**src/rtl/cpu_defs_pkg.sv**
```systemverilog
// Shared decoder encodings and control bundle for the 5-stage core.
// Used by the ID, EX and MEM stage registers.
package cpu_defs_pkg;

  localparam logic [5:0] OP_RTYPE = 6'b000000;
  localparam logic [5:0] OP_ADDI  = 6'b001000;
  localparam logic [5:0] OP_ORI   = 6'b001101;
  localparam logic [5:0] OP_BEQ   = 6'b000100;
  localparam logic [5:0] OP_LW    = 6'b100011;
  localparam logic [5:0] OP_SW    = 6'b101011;

  localparam logic ALUSRC2_REG     = 1'b0;
  localparam logic ALUSRC2_IMMED   = 1'b1;
  localparam logic REG_W1_ADDR_RT  = 1'b0;
  localparam logic REG_W1_ADDR_RD  = 1'b1;
  localparam logic REG_W1_DATA_ALU = 1'b0;
  localparam logic REG_W1_DATA_DM  = 1'b1;

  typedef struct packed {
    logic       branch;
    logic       DM_read;
    logic       DM_write;
    logic       reg_write;
    logic       ALU_src2_sel;
    logic       reg_w1_addr_sel;
    logic       reg_w1_data_sel;
    logic [5:0] ALU_op;
  } ctrl_bundle_t;

  function automatic logic op_uses_rs(input logic [5:0] op);
    unique case (op)
      OP_RTYPE, OP_ADDI, OP_ORI,
      OP_BEQ, OP_LW, OP_SW: op_uses_rs = 1'b1;
      default:              op_uses_rs = 1'b0;
    endcase
  endfunction

  function automatic logic op_uses_rt(input logic [5:0] op);
    unique case (op)
      OP_RTYPE, OP_BEQ, OP_SW: op_uses_rt = 1'b1;
      default:                 op_uses_rt = 1'b0;
    endcase
  endfunction

endpackage

```
**src/rtl/load_use_hazard_det.sv**
```systemverilog
// Load-use hazard detector: flags an ID instruction that reads
// the destination of a load currently sitting in EX.
module load_use_hazard_det
  import cpu_defs_pkg::*;
#(
  parameter int REG_ADDR_W = 5
) (
  input  logic                  ex_valid_i,
  input  logic                  ex_DM_read_i,
  input  logic [REG_ADDR_W-1:0] ex_rt_addr_i,
  input  logic                  id_valid_i,
  input  logic [5:0]            id_op_i,
  input  logic [REG_ADDR_W-1:0] rs_addr_i,
  input  logic [REG_ADDR_W-1:0] rt_addr_i,
  output logic                  hazard_o
);

  logic w_rs_hit;
  logic w_rt_hit;
  logic w_ex_load;

  assign w_ex_load = ex_valid_i & ex_DM_read_i
                   & (ex_rt_addr_i != '0);

  assign w_rs_hit = op_uses_rs(id_op_i)
                  & (ex_rt_addr_i == rs_addr_i);

  assign w_rt_hit = op_uses_rt(id_op_i)
                  & (ex_rt_addr_i == rt_addr_i);

  assign hazard_o = w_ex_load & id_valid_i
                  & (w_rs_hit | w_rt_hit);

endmodule

```
**src/rtl/id_ex_pipe_reg.sv**
```systemverilog
// ID/EX pipeline register with load-use bubble insertion,
// branch squash and a saturating stall-cycle counter.
module id_ex_pipe_reg
  import cpu_defs_pkg::*;
#(
  parameter int DATA_W      = 32,
  parameter int REG_ADDR_W  = 5,
  parameter int STALL_CNT_W = 16
) (
  input  logic                   clk_i,
  input  logic                   rst_i,
  input  logic                   flush_i,
  input  logic                   id_valid_i,
  input  logic [5:0]             id_op_i,
  input  logic                   ALU_src2_sel_i,
  input  logic                   reg_w1_addr_sel_i,
  input  logic                   reg_w1_data_sel_i,
  input  logic                   branch_i,
  input  logic                   DM_read_i,
  input  logic                   DM_write_i,
  input  logic                   reg_write_i,
  input  logic [5:0]             ALU_op_i,
  input  logic [DATA_W-1:0]      pc_plus4_i,
  input  logic [DATA_W-1:0]      rs_data_i,
  input  logic [DATA_W-1:0]      rt_data_i,
  input  logic [DATA_W-1:0]      immed_i,
  input  logic [REG_ADDR_W-1:0]  rs_addr_i,
  input  logic [REG_ADDR_W-1:0]  rt_addr_i,
  input  logic [REG_ADDR_W-1:0]  rd_addr_i,
  input  logic [5:0]             funct_i,
  output logic                   ex_valid_o,
  output logic                   ex_ALU_src2_sel_o,
  output logic                   ex_reg_w1_addr_sel_o,
  output logic                   ex_reg_w1_data_sel_o,
  output logic                   ex_branch_o,
  output logic                   ex_DM_read_o,
  output logic                   ex_DM_write_o,
  output logic                   ex_reg_write_o,
  output logic [5:0]             ex_ALU_op_o,
  output logic [DATA_W-1:0]      ex_pc_plus4_o,
  output logic [DATA_W-1:0]      ex_rs_data_o,
  output logic [DATA_W-1:0]      ex_rt_data_o,
  output logic [DATA_W-1:0]      ex_immed_o,
  output logic [REG_ADDR_W-1:0]  ex_rs_addr_o,
  output logic [REG_ADDR_W-1:0]  ex_rt_addr_o,
  output logic [REG_ADDR_W-1:0]  ex_rd_addr_o,
  output logic [5:0]             ex_funct_o,
  output logic                   hold_o,
  output logic [STALL_CNT_W-1:0] stall_cnt_o
);

  ctrl_bundle_t            w_ctrl_in;
  ctrl_bundle_t            r_ctrl;
  logic                    r_valid;
  logic [DATA_W-1:0]       r_pc_plus4;
  logic [DATA_W-1:0]       r_rs_data;
  logic [DATA_W-1:0]       r_rt_data;
  logic [DATA_W-1:0]       r_immed;
  logic [REG_ADDR_W-1:0]   r_rs_addr;
  logic [REG_ADDR_W-1:0]   r_rt_addr;
  logic [REG_ADDR_W-1:0]   r_rd_addr;
  logic [5:0]              r_funct;
  logic [STALL_CNT_W-1:0]  r_stall_cnt;
  logic                    w_hazard;
  logic                    w_bubble;

  assign w_ctrl_in = '{
    branch:          branch_i,
    DM_read:         DM_read_i,
    DM_write:        DM_write_i,
    reg_write:       reg_write_i,
    ALU_src2_sel:    ALU_src2_sel_i,
    reg_w1_addr_sel: reg_w1_addr_sel_i,
    reg_w1_data_sel: reg_w1_data_sel_i,
    ALU_op:          ALU_op_i
  };

  load_use_hazard_det #(
    .REG_ADDR_W (REG_ADDR_W)
  ) u_hazard (
    .ex_valid_i   (r_valid),
    .ex_DM_read_i (r_ctrl.DM_read),
    .ex_rt_addr_i (r_rt_addr),
    .id_valid_i   (id_valid_i),
    .id_op_i      (id_op_i),
    .rs_addr_i    (rs_addr_i),
    .rt_addr_i    (rt_addr_i),
    .hazard_o     (w_hazard)
  );

  // Flush outranks the hazard so PC is free to take the branch target.
  assign hold_o   = w_hazard & ~flush_i;
  assign w_bubble = flush_i | w_hazard;

  always_ff @(posedge clk_i) begin
    if (rst_i) begin
      r_valid     <= 1'b0;
      r_ctrl      <= '0;
      r_pc_plus4  <= '0;
      r_rs_data   <= '0;
      r_rt_data   <= '0;
      r_immed     <= '0;
      r_rs_addr   <= '0;
      r_rt_addr   <= '0;
      r_rd_addr   <= '0;
      r_funct     <= '0;
      r_stall_cnt <= '0;
    end else if (w_bubble) begin
      r_valid     <= 1'b0;
      r_ctrl      <= '0;
      r_pc_plus4  <= '0;
      r_rs_data   <= '0;
      r_rt_data   <= '0;
      r_immed     <= '0;
      r_rs_addr   <= '0;
      r_rt_addr   <= '0;
      r_rd_addr   <= '0;
      r_funct     <= '0;
      if (hold_o && (r_stall_cnt != '1))
        r_stall_cnt <= r_stall_cnt + STALL_CNT_W'(1);
    end else begin
      r_valid     <= id_valid_i;
      r_ctrl      <= w_ctrl_in;
      r_pc_plus4  <= pc_plus4_i;
      r_rs_data   <= rs_data_i;
      r_rt_data   <= rt_data_i;
      r_immed     <= immed_i;
      r_rs_addr   <= rs_addr_i;
      r_rt_addr   <= rt_addr_i;
      r_rd_addr   <= rd_addr_i;
      r_funct     <= funct_i;
    end
  end

  assign ex_valid_o           = r_valid;
  assign ex_ALU_src2_sel_o    = r_ctrl.ALU_src2_sel;
  assign ex_reg_w1_addr_sel_o = r_ctrl.reg_w1_addr_sel;
  assign ex_reg_w1_data_sel_o = r_ctrl.reg_w1_data_sel;
  assign ex_branch_o          = r_ctrl.branch;
  assign ex_DM_read_o         = r_ctrl.DM_read;
  assign ex_DM_write_o        = r_ctrl.DM_write;
  assign ex_reg_write_o       = r_ctrl.reg_write;
  assign ex_ALU_op_o          = r_ctrl.ALU_op;
  assign ex_pc_plus4_o        = r_pc_plus4;
  assign ex_rs_data_o         = r_rs_data;
  assign ex_rt_data_o         = r_rt_data;
  assign ex_immed_o           = r_immed;
  assign ex_rs_addr_o         = r_rs_addr;
  assign ex_rt_addr_o         = r_rt_addr;
  assign ex_rd_addr_o         = r_rd_addr;
  assign ex_funct_o           = r_funct;
  assign stall_cnt_o          = r_stall_cnt;

endmodule
```
**config.mk**
```make
export PLATFORM = sky130hd
export DESIGN_NAME = id_ex_pipe_reg
export DESIGN_NICKNAME = d
export VERILOG_FILES = /design/src/rtl/cpu_defs_pkg.sv /design/src/rtl/load_use_hazard_det.sv /design/src/rtl/id_ex_pipe_reg.sv
export SDC_FILE = /design/constraint.sdc
export NUM_CORES = 1
export LEC_CHECK = 0
export ABC_CLOCK_PERIOD_IN_PS = 7280
export BUFFER_PORTS_ARGS = -buffer_cell sky130_fd_sc_hd__buf_2
export CORE_AREA = 3 3 137 139
export CTS_CLUSTER_DIAMETER = 200
export DETAILED_ROUTE_END_ITERATION = 12
export DIE_AREA = 0 0 140 142
export PLACE_DENSITY = 0.64
export SETUP_SLACK_MARGIN = 0.5
export SYNTH_ARGS = -nofsm -noshare
export SYNTH_HDL_FRONTEND = slang
export SYNTH_SLANG_ARGS = --single-unit
```
**constraint.sdc**
```tcl
create_clock -name clk_i -period 7.28 [get_ports clk_i]
set_clock_uncertainty 0.2 [all_clocks]
set_input_delay 1.456 -clock clk_i [delete_from_list [all_inputs] [get_ports clk_i]]
set_output_delay 1.456 -clock clk_i [all_outputs]
set_load 0.005 [all_outputs]
```
Word level (Yosys, flattened, before mapping). Cells that the tools add are included.

Bits of input ports: 172. Logic and storage cells: 46. Bits in registers: 179.

Mux-type cells: 2. Eq/ne operators: 8. Add/subtract/negate cells: 1. Reduce and logical (&&, ||, !) cells: 7. Bitwise logic cells: 10.

Operators with widths (count): $add A16 B1 Y16 const B (1); $ne A16 B16 Y1 const B (1); $eq A6 B4 Y1 const B (2); $eq A6 B6 Y1 const B (2); $eq A5 B5 Y1 (2); $and A1 B1 Y1 (7); $eq A6 B3 Y1 const B (1); $logic_not A6 Y1 (1); $reduce_or A6 Y1 (1); $reduce_bool A5 Y1 (1); $reduce_or A3 Y1 (1); $mux W1 (2); $or A1 B1 Y1 (2); $reduce_and A2 Y1 (1); $reduce_or A2 Y1 (1); $logic_and A1 B1 Y1 (1); $not A1 Y1 (1).

Logic depth before layout (Yosys ltp).
Depth in word-level cells: 9. Gate-level depth with buffers: 9.

Hierarchy. Synthesis repeated with hierarchy kept, for this count alone.

Cells, all modules: 471. Area total of the unflattened synthesis: 5422.7 sq um.

By module, submodules not included: id_ex_pipe_reg (instances 1, area each 5235.0 sq um, cells an instance 448); load_use_hazard_det (instances 1, area each 187.7 sq um, cells an instance 23).

Worst setup path after synthesis. No wires, ideal clock.

Kind: input-to-output. Start point: input id_op_i[2]. End point: output hold_o. Buffers on the path: 2. Path slack: 2836 ps. Arrival: 2788 ps. Cell stages on the path: 6. Cell sequence: a2111o_1 -> a2111oi_2 -> o211ai_2 -> buf_6 -> buf_6 -> inv_1.

Word-level cells in the longest chain between the ends: 7. Elaborated cells on any way between the ends: 15.

Ends and longest elaborated chain: from (decl) (RTL line id_ex_pipe_reg.sv:14) `input logic [5:0] id_op_i,`; $eq A6 B4 Y1 (tied with other cells) (RTL line cpu_defs_pkg.sv:31) `unique case (op)`; $reduce_or A6 Y1 or $reduce_or A3 Y1 (tied branches) (RTL line cpu_defs_pkg.sv:31, cpu_defs_pkg.sv:39); $mux W1, on equally long branches (RTL line cpu_defs_pkg.sv:31, cpu_defs_pkg.sv:39); $and A1 B1 Y1, on equally long branches (RTL line load_use_hazard_det.sv:26, load_use_hazard_det.sv:29); $or A1 B1 Y1 (*) (RTL line load_use_hazard_det.sv:32) `& (w_rs_hit | w_rt_hit);`; $and A1 B1 Y1 (*) (RTL line load_use_hazard_det.sv:32); $and A1 B1 Y1 (*) (RTL line id_ex_pipe_reg.sv:92) `assign hold_o = w_hazard & ~flush_i;`; to (decl) (RTL line id_ex_pipe_reg.sv:48) `output logic hold_o,`.

Every way passes the cells marked *; elsewhere a longest branch is shown, timed or not.

Worst setup path after layout.
Start point: input id_op_i[1]. End point: output hold_o.

Same word-level chain as after synthesis.

==> metrics.md <==
| Metric | Value |
|---|---|
| Final slew viol count | 0 |
| Ys Warns | 0 |
| DRT Wirelength | between 10 and 15 mm |
| Worst R2R Path Depth | 6 |
| Clock Power Share | 44.2% |
| Ys async rst share | 0% |
| Clock Sinks | ~180 |
| Post-synth EDFFs | 0 |
| R2r startpoint | ex_rt_addr_o[3] |
| Worst slack, placed | roughly 2.4 ns |
| Commonest non-fill, non-tap cell in the layout | buf_2 |
| DR WL/cell | between 10 and 15 µm |
| Max Cap Viol | 0 |
| NetSw | roughly 450 µW |
| Commonest cells after routing, fill and taps aside | buf_2 (351), dfxtp_1 (179), and2_1 (163) |
| Area leader, netlist | dfxtp_1 |
| Worst setup margin | 2.40 ns |
| Top-area cell type share of the netlist area | between 60% and 70% |
| Inserted Diodes | 0 |
| Area post-placement | roughly 7400 µm² |
| Register clock-pin slew on the reported worst setup and hold paths | approximately 0.070 ns |
| Reg power frac | 49.5% |
| Startpoint Class | primary input |
| Setup TNS Final | 0 ns |
| Vias in the first global route | 4262 |
| Status | complete, no violations |
| Dpl hpwl | 11.1 mm |
| Total setup buffers inserted after CTS | 0 |
| Required @ worst endpoint | approximately 5.6 ns |
| Maximum clock path buffer count | 2 |
| Core Region | approximately 18000 µm² |
| GPL Wtd Cong | about 0.81 |
| Global-route wire length before repair | 21.9 mm |
| Post-route cell area | roughly 8000 µm² |
| WHS Path Cells | 2 |
| Syn_nets | about 650 |
| Avg Inst Size Synth | approximately 12 µm² |
| I/O pin cnt | between 300 and 400 |
| Tightest Hold Check Type | reg2reg |
| CTS root buf | clkbuf_16 |
| Clock buffer count from CTS | 17 |
| DR pass1 iterations | 4 |
| ANT nets after route | 0 |
| H-tree level count | 4 |
| Gr usage total | approximately 14% |
| Initial antenna violation count | 1 |
| Synthesis-to-layout area growth | 45.0% |
| Synthesized flop and latch total | 179 |
| R2r setup slk | roughly 4.4 ns |
| Worst hold start | stall_cnt_o[5] |
| Layout Nets | approximately 990 |
| Least-Margin Pin Slew | 1.07 ns |
| Hold Crit Endpoint | stall_cnt_o[5] |
| Top cells by area, synth | dfxtp_1 (65%), and2_1 (18%), buf_6 (2.0%) |
| Reg2reg end | stall_cnt_o[10] |
| Final Critical Period | 4.88 ns |
| Grt ovf | 0 |
| Die height | roughly 140 µm |
| CP max FO | 24 |
| Slew HR | roughly 28% |
| Port Buf Inserts | 351 |
| Combinational power share | 6.3% |
| Die width | 140 µm |
| Sw Share | a little over a fifth |
| CTS resizes | 0 |
| Final period util | around 67% |
| Worst-Skew Late Latency | roughly 0.42 ns |
| Worst vdd ir | 0.151 mV |
| Pwr/cell area | roughly 260 nW/µm² |
| Hold slack final | roughly 0.3 ns |
| Vias per cell | 4.15 |
| Drt drc | 0 |
| Synth Cell Area | roughly 5500 µm² |
| Syn Inst Count | about 470 |
| Main synth FF type | dfxtp_1 |
| Full die area | approximately 20000 µm² |
| Synth cell types | 39 |
| Initial cell density of the core | between 30% and 40% |
| Via Count | between 4000 and 5000 |
| Register area share after synthesis | 64.9% |
| RSZ-0062 raised after global routing | no |
| DR iter-0 viols | around 130 |
| Leak | approximately 4 nW |
| Largest net degree at the start of global routing | 90 |
| Max Clock Freq | ~200 MHz |
| Layout cells sized above 1 | 47.5% |
| Internal | about 1.6 mW |
| CTS tree | yes |
| Cts hold-fix bufs | 0 |
| # rows | around 50 |
| Crit path arrival time | between 3 and 4 ns |
| Setup Viol. Count Final | 0 |
| CP Class | in2out |
| Hold Vio Cnt, Final | 0 |
| CP Capture Type | output port |
-- routing by layer --
layer	GRT usage (%)	share of wire (%)	up-vias
li1	-	-	2213
met1	15.5	39	1938
met2	23.8	48	229
met3	5.98	11	20
met4	5.76	2.0	2
met5	0	0.096	-
-- cells in the mapped netlist, types with 2 or more instances --
cell	count
a21oi_1	7
and2_1	163
and3_1	2
buf_2	2
buf_6	10
clkbuf_1	11
dfxtp_1	179
inv_1	7
mux2_1	4
mux2_2	3
nand2_1	6
nand3_1	4
nand4_1	6
nor2_1	14
nor2b_1	4
nor4_1	4
nor4_2	2
nor4_4	3
o21ai_0	5
o31ai_1	3
o41ai_1	2
or3_1	4
or4_1	3
xnor2_1	8
xor2_1	2
-- logic make-up after synthesis --
logic type / count (synthesis) / share of synthesized area [%]
AOI/OAI and AO/OA: 24 / 3.10
DFF: 179 / 64.9
xor gates and xnor gates: 10 / 1.59
and+or+nand+nor: 220 / 25.2
muxes: 8 / 1.61
adders and majority gates: 1 / 0.226
buffers and inverters: 30 / 3.44
-- metrics by stage --
| step | total power, mW | std cells | util, % |
|---|---|---|---|
| 5_1_grt | 2.16 | 1062 | 45.0 |
| 4_1_cts | 2.10 | 1062 | 45.0 |
| 3_5_place_dp | 1.18 | 1030 | 41.7 |
| 6_report | 2.07 | 1062 | 45.0 |
| 2_1_floorplan | 1.10 | 472 | - |
| 3_3_place_gp | 1.18 | 1030 | 41.7 |
-- worst max-delay path by stage --
| stage | from | end | slack (ns) | depth (start not counted) |
|---|---|---|---|---|
| 4_1_cts | id_op_i[1] | hold_o | 2.39 | 7 |
| 5_1_grt | id_op_i[1] | hold_o | 2.21 | 7 |
| 3_5_place_dp | id_op_i[1] | hold_o | 2.39 | 7 |
| 3_3_place_gp | id_op_i[1] | hold_o | 2.45 | 7 |
| 6_report | id_op_i[1] | hold_o | 2.40 | 7 |
| 2_1_floorplan | id_op_i[2] | hold_o | 2.84 | 6 |
-- critical path, stage by stage --
cell,delay [ns]
buf_2,0.12
and3b_2,0.21
o21ai_0,0.22
a2111oi_2,0.13
o211ai_2,0.84
inv_1,0.07
buf_2,0.16
-- registers in the layout (all words and copies together), names as in the netlist, 5 cells and up --
register,count
ex_rd_addr_o,5
ex_rt_data_o,32
ex_immed_o,32
ex_pc_plus4_o,32
ex_ALU_op_o,6
ex_rt_addr_o,5
ex_funct_o,6
ex_rs_addr_o,5
ex_rs_data_o,32
stall_cnt_o,16
-- cell type report --
| cell class | count | area, µm² |
|---|---|---|
| clock buffer | 20 | 447 |
| clock inverter | 12 | 145 |
| fill | 1707 | 9770 |
| inverter | 7 | 26.3 |
| multi-input combinational | 263 | 1760 |
| sequential | 179 | 3580 |
| tap | 229 | 287 |
| timing repair buffer | 352 | 1760 |
-- power groups by stage --
stage	Sequential, mW	Combinational, mW	Clock, mW
final	1.02	0.131	0.913
after global placement	1.05	0.133	0
after global routing	1.03	0.147	0.990
after detailed placement	1.05	0.134	0
after CTS	1.02	0.134	0.944
after floorplan	1.05	0.0427	0
Power figures use the tool's default switching activity.
